$ cat config.mk
export PLATFORM = sky130hd
export DESIGN_NAME = squarer_4bit_flat
export DESIGN_NICKNAME = d
export VERILOG_FILES = /design/src/rtl/squarer_4bit_if.sv /design/src/rtl/squarer_4bit.sv /design/src/flat_wrapper.sv
export SDC_FILE = /design/constraint.sdc
export NUM_CORES = 1
export LEC_CHECK = 0
export ABC_CLOCK_PERIOD_IN_PS = 4800
export CAP_MARGIN = 10
export CORE_AREA = 2 2 54 56
export DETAILED_ROUTE_END_ITERATION = 10
export DIE_AREA = 0 0 56 58
export GPL_ROUTABILITY_DRIVEN = 0
export GPL_TIMING_DRIVEN = 0
export PLACE_DENSITY_LB_ADDON = 0.1
export RECOVER_POWER = 100
export SETUP_SLACK_MARGIN = 0.05
export SYNTH_ARGS = -nofsm -noshare
export SYNTH_HDL_FRONTEND = slang
export SYNTH_SLANG_ARGS = --single-unit
$ cat constraint.sdc
create_clock -name clk -period 4.8 [get_ports clk]
set_input_delay 1.44 -clock clk [delete_from_list [all_inputs] [get_ports clk]]
set_output_delay 1.44 -clock clk [all_outputs]
set_load 0.005 [all_outputs]
$ cat src/rtl/squarer_4bit_if.sv
// Operand/result bundle for squarer_4bit: operand in, registered square and garbage buses out.
interface squarer_4bit_if;
  logic [3:0]  a;
  logic [7:0]  Y;
  logic [31:0] garbage_pp;
  logic [31:0] garbage_sum;

  modport master (output a, input Y, garbage_pp, garbage_sum);
  modport slave  (input a, output Y, garbage_pp, garbage_sum);
endinterface

$ cat src/rtl/squarer_4bit.sv
// Unsigned 4-bit squarer built from Peres-gate cross products and a weighted adder.
// Define SQUARER_GARBAGE_EN to export registered gate garbage; otherwise both garbage buses tie to 0.
module squarer_4bit (
  input  logic          clk,
  input  logic          rst,
  squarer_4bit_if.slave bus
);

  localparam int unsigned AW = 4;
  localparam int unsigned YW = 8;
  localparam int unsigned GW = 32;
  localparam int unsigned NP = 6;

  // Peres gate with C=0: R = A&B, Q = A^B (the P output is just A and goes unused)
  function automatic logic peres_r(input logic pa, input logic pb, input logic pc);
    return (pa & pb) ^ pc;
  endfunction

  logic [AW-1:0] a_c;
  logic [NP-1:0] pp_r_c;
  logic [YW-1:0] d_c;
  logic [YW-1:0] p_c;
  logic [YW-1:0] y_c;
  logic [YW-1:0] y_q;

  assign a_c = bus.a;

  // Cross products in pair order 01,02,03,12,13,23
  always_comb begin
    pp_r_c    = '0;
    pp_r_c[0] = peres_r(a_c[0], a_c[1], 1'b0);
    pp_r_c[1] = peres_r(a_c[0], a_c[2], 1'b0);
    pp_r_c[2] = peres_r(a_c[0], a_c[3], 1'b0);
    pp_r_c[3] = peres_r(a_c[1], a_c[2], 1'b0);
    pp_r_c[4] = peres_r(a_c[1], a_c[3], 1'b0);
    pp_r_c[5] = peres_r(a_c[2], a_c[3], 1'b0);
  end

  // Diagonal terms at bit 2i; p_ij weighted at bit i+j+1
  always_comb begin
    d_c = {1'b0, a_c[3], 1'b0, a_c[2], 1'b0, a_c[1], 1'b0, a_c[0]};
    p_c = (YW'(pp_r_c[0]) << 2) + (YW'(pp_r_c[1]) << 3)
        + (YW'(pp_r_c[2]) << 4) + (YW'(pp_r_c[3]) << 4)
        + (YW'(pp_r_c[4]) << 5) + (YW'(pp_r_c[5]) << 6);
    y_c = d_c + p_c;
  end

  always_ff @(posedge clk) begin
    if (rst) y_q <= '0;
    else     y_q <= y_c;
  end

  assign bus.Y = y_q;

`ifdef SQUARER_GARBAGE_EN
  function automatic logic peres_q(input logic pa, input logic pb);
    return pa ^ pb;
  endfunction

  logic [NP-1:0] pp_q_c;
  logic [YW-1:0] carry_c;
  logic [GW-1:0] gpp_q;
  logic [GW-1:0] gsum_q;

  always_comb begin
    pp_q_c    = '0;
    pp_q_c[0] = peres_q(a_c[0], a_c[1]);
    pp_q_c[1] = peres_q(a_c[0], a_c[2]);
    pp_q_c[2] = peres_q(a_c[0], a_c[3]);
    pp_q_c[3] = peres_q(a_c[1], a_c[2]);
    pp_q_c[4] = peres_q(a_c[1], a_c[3]);
    pp_q_c[5] = peres_q(a_c[2], a_c[3]);
  end

  // Carry-in vector of the D+P adder
  assign carry_c = d_c ^ p_c ^ y_c;

  always_ff @(posedge clk) begin
    if (rst) begin
      gpp_q  <= '0;
      gsum_q <= '0;
    end else begin
      gpp_q  <= GW'(pp_q_c);
      gsum_q <= GW'(carry_c);
    end
  end

  assign bus.garbage_pp  = gpp_q;
  assign bus.garbage_sum = gsum_q;
`else
  assign bus.garbage_pp  = GW'(0);
  assign bus.garbage_sum = GW'(0);
`endif

endmodule

$ cat src/flat_wrapper.sv
// flat-port wrapper written by rule: the top's interface ports become plain ports
module squarer_4bit_flat 
  (clk, rst, bus_a, bus_Y, bus_garbage_pp, bus_garbage_sum);
  squarer_4bit_if bus_i ();
  input  logic clk;
  input  logic rst;
  input wire logic [$bits(bus_i.a)-1:0] bus_a;
  output wire logic [$bits(bus_i.Y)-1:0] bus_Y;
  output wire logic [$bits(bus_i.garbage_pp)-1:0] bus_garbage_pp;
  output wire logic [$bits(bus_i.garbage_sum)-1:0] bus_garbage_sum;
  assign bus_i.a = bus_a;
  assign bus_Y = bus_i.Y;
  assign bus_garbage_pp = bus_i.garbage_pp;
  assign bus_garbage_sum = bus_i.garbage_sum;
  squarer_4bit u_core (.clk(clk), .rst(rst), .bus(bus_i));
endmodule
== Word-level counts from Yosys, hierarchy flattened ==
Index checks and enable logic that the tools add are counted.

* Bits of input ports: 6
* Logic and storage cells: 13
* Flip-flop bits (word level): 8
* Output and inout bits: 72

* $add $sub $neg: 6
* Bitwise operators: 6

{| class="wikitable"
|+ Operators with widths
! cell !! count
|-
| $add 8x5->8 || 2
|-
| $add 7x8->8 || 1
|-
| $add 8x6->8 || 1
|-
| $add 8x7->8 || 1
|-
| $and 1x1->1 || 6
|-
| $add 3x4->5 || 1
|}

== Logic depth before layout (Yosys ltp) ==
Gate-level depths: netlist (run 1).

* Word-level depth: 7
* Gate-level depth with buffers: 7
* Gate-level depth less buffers: 7

== Least setup slack after synthesis (run 1) ==
Ideal clock, no wire load.

* Path kind: input port to flip-flop
* From: input bus_a[2]
* To: register u_core.y_q[7], in the netlist u_core.bus.Y[7]
* Required time: 4678 ps
* Setup time: 122 ps
* Arrival: 2536 ps
* Setup slack: 2142 ps
* Path buffers: 0
* Stages: 6
* Path through: inv_1 > fa_1 > inv_1 > ha_1 > a211oi_1 > nor3b_1

* Longest elaborated chain between the ends: 7
* Elaborated cells between the ends (all ways): 9
* Classes of those cells: 6 x add/sub; 3 x bitwise

{| class="wikitable"
|+ RTL lines
! what !! RTL line !! text
|-
| from (decl) || flat_wrapper.sv:7 || <nowiki>input wire logic [$bits(bus_i.a)-1:0] bus_a;</nowiki>
|-
| $and 1x1->1 || squarer_4bit.sv:16 || <nowiki>return (pa & pb) ^ pc;</nowiki>
|-
| $add 3x4->5 || squarer_4bit.sv:42 || <nowiki>p_c = (YW'(pp_r_c[0]) << 2) + (YW'(pp_r_c[1]) << 3)</nowiki>
|-
| $add 8x5->8 (2 in series) || squarer_4bit.sv:43 || <nowiki>+ (YW'(pp_r_c[2]) << 4) + (YW'(pp_r_c[3]) << 4)</nowiki>
|-
| $add 8x6->8 || squarer_4bit.sv:44 || <nowiki>+ (YW'(pp_r_c[4]) << 5) + (YW'(pp_r_c[5]) << 6);</nowiki>
|-
| $add 8x7->8 || squarer_4bit.sv:44 ||
|-
| $add 7x8->8 (*) || squarer_4bit.sv:45 || <nowiki>y_c = d_c + p_c;</nowiki>
|-
| to (signal assigned) || squarer_4bit.sv:50 || <nowiki>else y_q <= y_c;</nowiki>
|-
| to (decl) || squarer_4bit.sv:24 || <nowiki>logic [YW-1:0] y_q;</nowiki>
|}

Every way passes the cells marked *; elsewhere a longest branch is shown, timed or not.
A chain may end at the register's enable or synchronous reset.

== Worst setup path after layout (run 1) ==
* From: input bus_a[0]
* To: register u_core.y_q[7], in the netlist u_core.bus.Y[7]

The elaborated chain is that of the path after synthesis.

==> out/metrics.cfg, run 1 <==
[final_layout]
final_cells = 210
syn2layout_area_growth_pct = 51.1
seq_area_sq_um = 140
fillers = 283
multiInputGateArea_sq_um = 414
drive_above_1_share_pct = 38.5
nets = 190
largest_reg_flops = 7
antenna_cells = 0

[global_route]
overflow = 0
grt_pass1_vias = 479
grt_max_degree = 8
track_usage_pct = 7.31
grt_pass1_wl_mm = 1.84
antenna_found_initial = 0

[cts]
root_buffer = clkbuf_4
post_cts_resized = 0
cts_buffers = 3
cts.htree.levels = 1
post-cts-setup-buffers = 0
cts.sink_count = 7
cts_buffer_depth = 2
postCtsHoldBufs = 0
clk_pin_slew_worst_paths_ps = 50
cts_tree = built

[setup_path]
crit_fanout = 5
cp.arrival_ps = 3230
cp.required_ps = 4930
endpoint_kind = flip-flop
critical_path_class = in -> reg
start_kind = input port

[floorplan]
die_height_microns = 58
pin_count = 78
die_w_microns = 56
rows = 19
coreArea_sq_um = 2660
start_util_pct = 30.9
fp.dieArea_sq_um = 3250

[sta]
rsz0062_at_grt = no
period_share_pct = 64.6
fin_ws_ps = 1700
post-route-min-period_ps = 3100
setup_violations = 0
max_freq_ghz = 0.323
tns_ps = 0
hold_slack_ps = 1860
hold_viol_final = 0
drv_slew = 0

[drt]
via_count = 601
wl_per_cell_microns = 5.87
routed_via_density = 2.86
wl_mm = 1.23
ant_nets = 0
drtIter0Drc = 2
drc_errors = 0
dr.pass1.iters = 2

[pwr]
power.density_nw_per_um2 = 155
power_switching_uw = 50.4
p_total_uw = 193
pwr-share-clk_pct = 27.0
swShare_pct = 26.2
combPwrFrac_pct = 40.3
power_frac_seq_pct = 32.7
p_int_uw = 142
ir_worst_vdd_uv = 108
p_leak_uw = 0.000791

[placed_design]
dp_cells = 206
portBuffers = 12
dpl.hpwl_mm = 1.18
pre_cts_ws_ps = 1470

[run_status]
status = complete, no violations

[hold_path]
holdPathStages = 2
hp-class = in -> reg

[synthesis]
synthCells = 99
synth.top_cells.by_area = buf_4 (59%), dfxtp_1 (17%), ha_1 (4.6%)
synthXorXnorAreaFrac_pct = 1.07
synthMuxAreaShare_pct = 0
synth_top_family_by_area = buffers and inverters
synthAdderAreaFrac_pct = 7.00
synth_top_area_share_pct = 59.4
avgSynthCellArea_sq_um = 8.30
synth_cell_types = 19
ys_ff_latch = 7
synthSimpleGateAreaFrac_pct = 11.7
synth_top_cell_by_area = buf_4
synth_compound_area_share_pct = 1.52
netlist_area_sq_um = 822
ys_seq_area_share_pct = 17.0
yosysWarnings = 0

[run]
drv_cap = 0

-- cells in the final DEF, fill, tap and decap left out, types with 2 or more instances in the layout --
| master | instances |
|---|---|
| buf_4 | 65 |
| dfxtp_1 | 7 |
| nor2b_1 | 3 |
| clkdlybuf4s50_1 | 3 |
| nor3b_1 | 3 |
| clkbuf_4 | 3 |
| inv_1 | 4 |
| conb_1 | 65 |
| nand2_1 | 2 |
| dlygate4sd3_1 | 9 |
| and2_1 | 2 |
| ha_1 | 3 |
-- metal layers --
metal / global-route usage, % / up-vias / share of wire (%)
li1: - / 334 / -
met1: 7.09 / 226 / 33
met2: 12.9 / 39 / 53
met3: 2.68 / 2 / 13
met4: 5.10 / 0 / 1.5
met5: 0 / - / 0
-- logic make-up after synthesis --
family,count (synthesis)
other,1
AND/OR/NAND/NOR,15
adder cells (fa/ha/maj),4
buffers and inverters,69
XOR/XNOR,1
AO/OA/AOI/OAI,2
flip-flops,7
-- power groups by stage --
stage                     Clock (uW)  Combinational [uW]  Sequential (uW)
after CTS                       54.6                77.6             63.2
after detailed placement           0                77.2             64.5
after global routing            58.0                87.0             63.3
after floorplan                    0                61.0             65.1
final                           52.1                77.6             63.0
after global placement             0                77.4             64.3
-- area by class of cell --
type                    instances  share of cell area [%]
plain buffers                  65                    39.3
flip-flops and latches          7                    11.3
well taps                      31                    3.12
repair buffers                 12                    9.67
multi-input cells              87                    33.3
clock buffers                   4                    2.11
inverters                       4                    1.21
-- cell usage after synthesis --
library cell / instances
nor3b_2: 1
and2_1: 2
nand2_1: 2
dfxtp_1: 7
a21oi_1: 1
and2_2: 1
nand2b_1: 1
conb_1: 1
nor2b_1: 3
nor2_1: 1
nor3b_1: 2
a211oi_1: 1
buf_4: 65
nand3_1: 1
inv_1: 4
xnor2_1: 1
nand3b_1: 1
ha_1: 3
fa_1: 1
-- worst max-delay path, stage by stage --
cell	delay (ps)
dlygate4sd3_1	600
nand2_1	90
fa_1	510
inv_1	40
ha_1	210
a211oi_1	250
nor3b_1	70
-- metrics by stage --
stage          instance area (sq um)  utilization, %
6_report                        1240            46.7
5_1_grt                         1240            46.7
4_1_cts                         1250            46.9
3_5_place_dp                    1220            45.9
3_3_place_gp                    1220            45.9
2_1_floorplan                   1060               -
-- final timing paths --
kind                               to  startpoint
worst max-delay path  u_core.bus.Y[7]    bus_a[0]
worst min-delay path  u_core.bus.Y[7]    bus_a[3]
Power figures use the tool's default switching activity.
==> inputs of run 2 (changes only) <==
ABC_CLOCK_PERIOD_IN_PS = 3100   (was 4800)
CORE_AREA = 2 2 56 58   (was 2 2 54 56)
DIE_AREA = 0 0 58 60   (was 0 0 56 58)
clock period = 3.1 ns   (was 4.8 ns; I/O delays follow)
==> out/metrics.cfg, run 2 (same netlist as run 1, synthesis figures left out) <==
[sta]
rsz0062_at_grt = no
setup_violations = 0
drv_slew = 0
max_freq_ghz = 0.388
post-route-min-period_ps = 2580
tns_ps = 0
hold_viol_final = 0
fin_ws_ps = 522
period_share_pct = 83.2

[cts]
post-cts-setup-buffers = 0
post_cts_resized = 0
cts_buffer_depth = 2
cts_buffers = 3
clk_pin_slew_worst_paths_ps = 50
root_buffer = clkbuf_4
cts.htree.levels = 1
postCtsHoldBufs = 0
cts.sink_count = 7
cts_tree = built

[drt]
routed_via_density = 2.85
dr.pass1.iters = 4
drtIter0Drc = 5
wl_mm = 1.17
wl_per_cell_microns = 5.53
via_count = 604
ant_nets = 0
drc_errors = 0

[global_route]
grt_pass1_wl_mm = 1.64
grt_max_degree = 8
grt_pass1_vias = 445
overflow = 0
track_usage_pct = 6.06
antenna_found_initial = 0

[pwr]
p_leak_uw = 0.000791
power.density_nw_per_um2 = 238
p_total_uw = 297
ir_worst_vdd_uv = 162

[final_layout]
syn2layout_area_growth_pct = 51.4
design_area_sq_um = 1240
final_cell_mix = buf_4 (65), conb_1 (65), dlygate4sd3_1 (9)
largest_reg_flops = 7
drive_above_1_share_pct = 38.5
nets = 190
fillers = 305
final_cells = 212
antenna_cells = 0

[placed_design]
dp_cells = 208
portBuffers = 12
placed_area_sq_um = 1220
pre_cts_ws_ps = 297
dpl.hpwl_mm = 1.13

[hold_path]
hp-class = in -> reg
hold_start = bus_a[1]

[setup_path]
critical_path_class = in -> reg
crit_fanout = 5
start_kind = input port
critPathLaunch = bus_a[0]
endpoint_kind = flip-flop
cp.required_ps = 3230
cp.arrival_ps = 2700

[floorplan]
coreArea_sq_um = 2900
die_height_microns = 60
start_util_pct = 28.3
die_w_microns = 58
pin_count = 78
rows = 20
fp.dieArea_sq_um = 3480

[run]
drv_cap = 0

[run_status]
status = complete, no violations

-- run 2: critical path, stage by stage --
cell           delay, ps
dlygate4sd3_1        600
nand2_1               90
fa_1                 520
inv_1                 40
ha_1                 210
a211oi_1             230
nor3b_1               70
-- run 2: final timing paths --
check	cells after the start	slack, ps	end
min	2	1350	u_core.bus.Y[2]
max	7	520	u_core.bus.Y[7]
-- run 2: where the power goes --
part	internal, uW	leakage (uW)	switching (uW)
Sequential	96.5	0.0000579	0.969
Clock	48.9	0.0000150	30.5
Combinational	75.0	0.000718	45.0
-- run 2: layout make-up --
cell class              count  area, sq um  area share (%)
inverters                   4         15.0            1.21
repair buffers             12          120            9.65
flip-flops and latches      7          140            11.3
plain buffers              65          488            39.2
well taps                  33         41.3            3.32
multi-input cells          87          414            33.3
clock buffers               4         26.3            2.11
-- run 2: layer usage --
layer | up-vias | wire length, microns | global-route usage, %
met5 | - | 0 | 0
met4 | 0 | 0 | 3.99
met3 | 0 | 175 | 1.73
met2 | 39 | 614 | 10.9
met1 | 231 | 381 | 6.11
li1 | 334 | - | -
-- run 2: through the flow --
stage / hold WS (ps) / util [%]
2_1_floorplan: 1000 / -
3_3_place_gp: 1590 / 42.2
3_5_place_dp: 1590 / 42.2
4_1_cts: 1330 / 43.1
5_1_grt: 1350 / 42.9
6_report: 1350 / 42.9
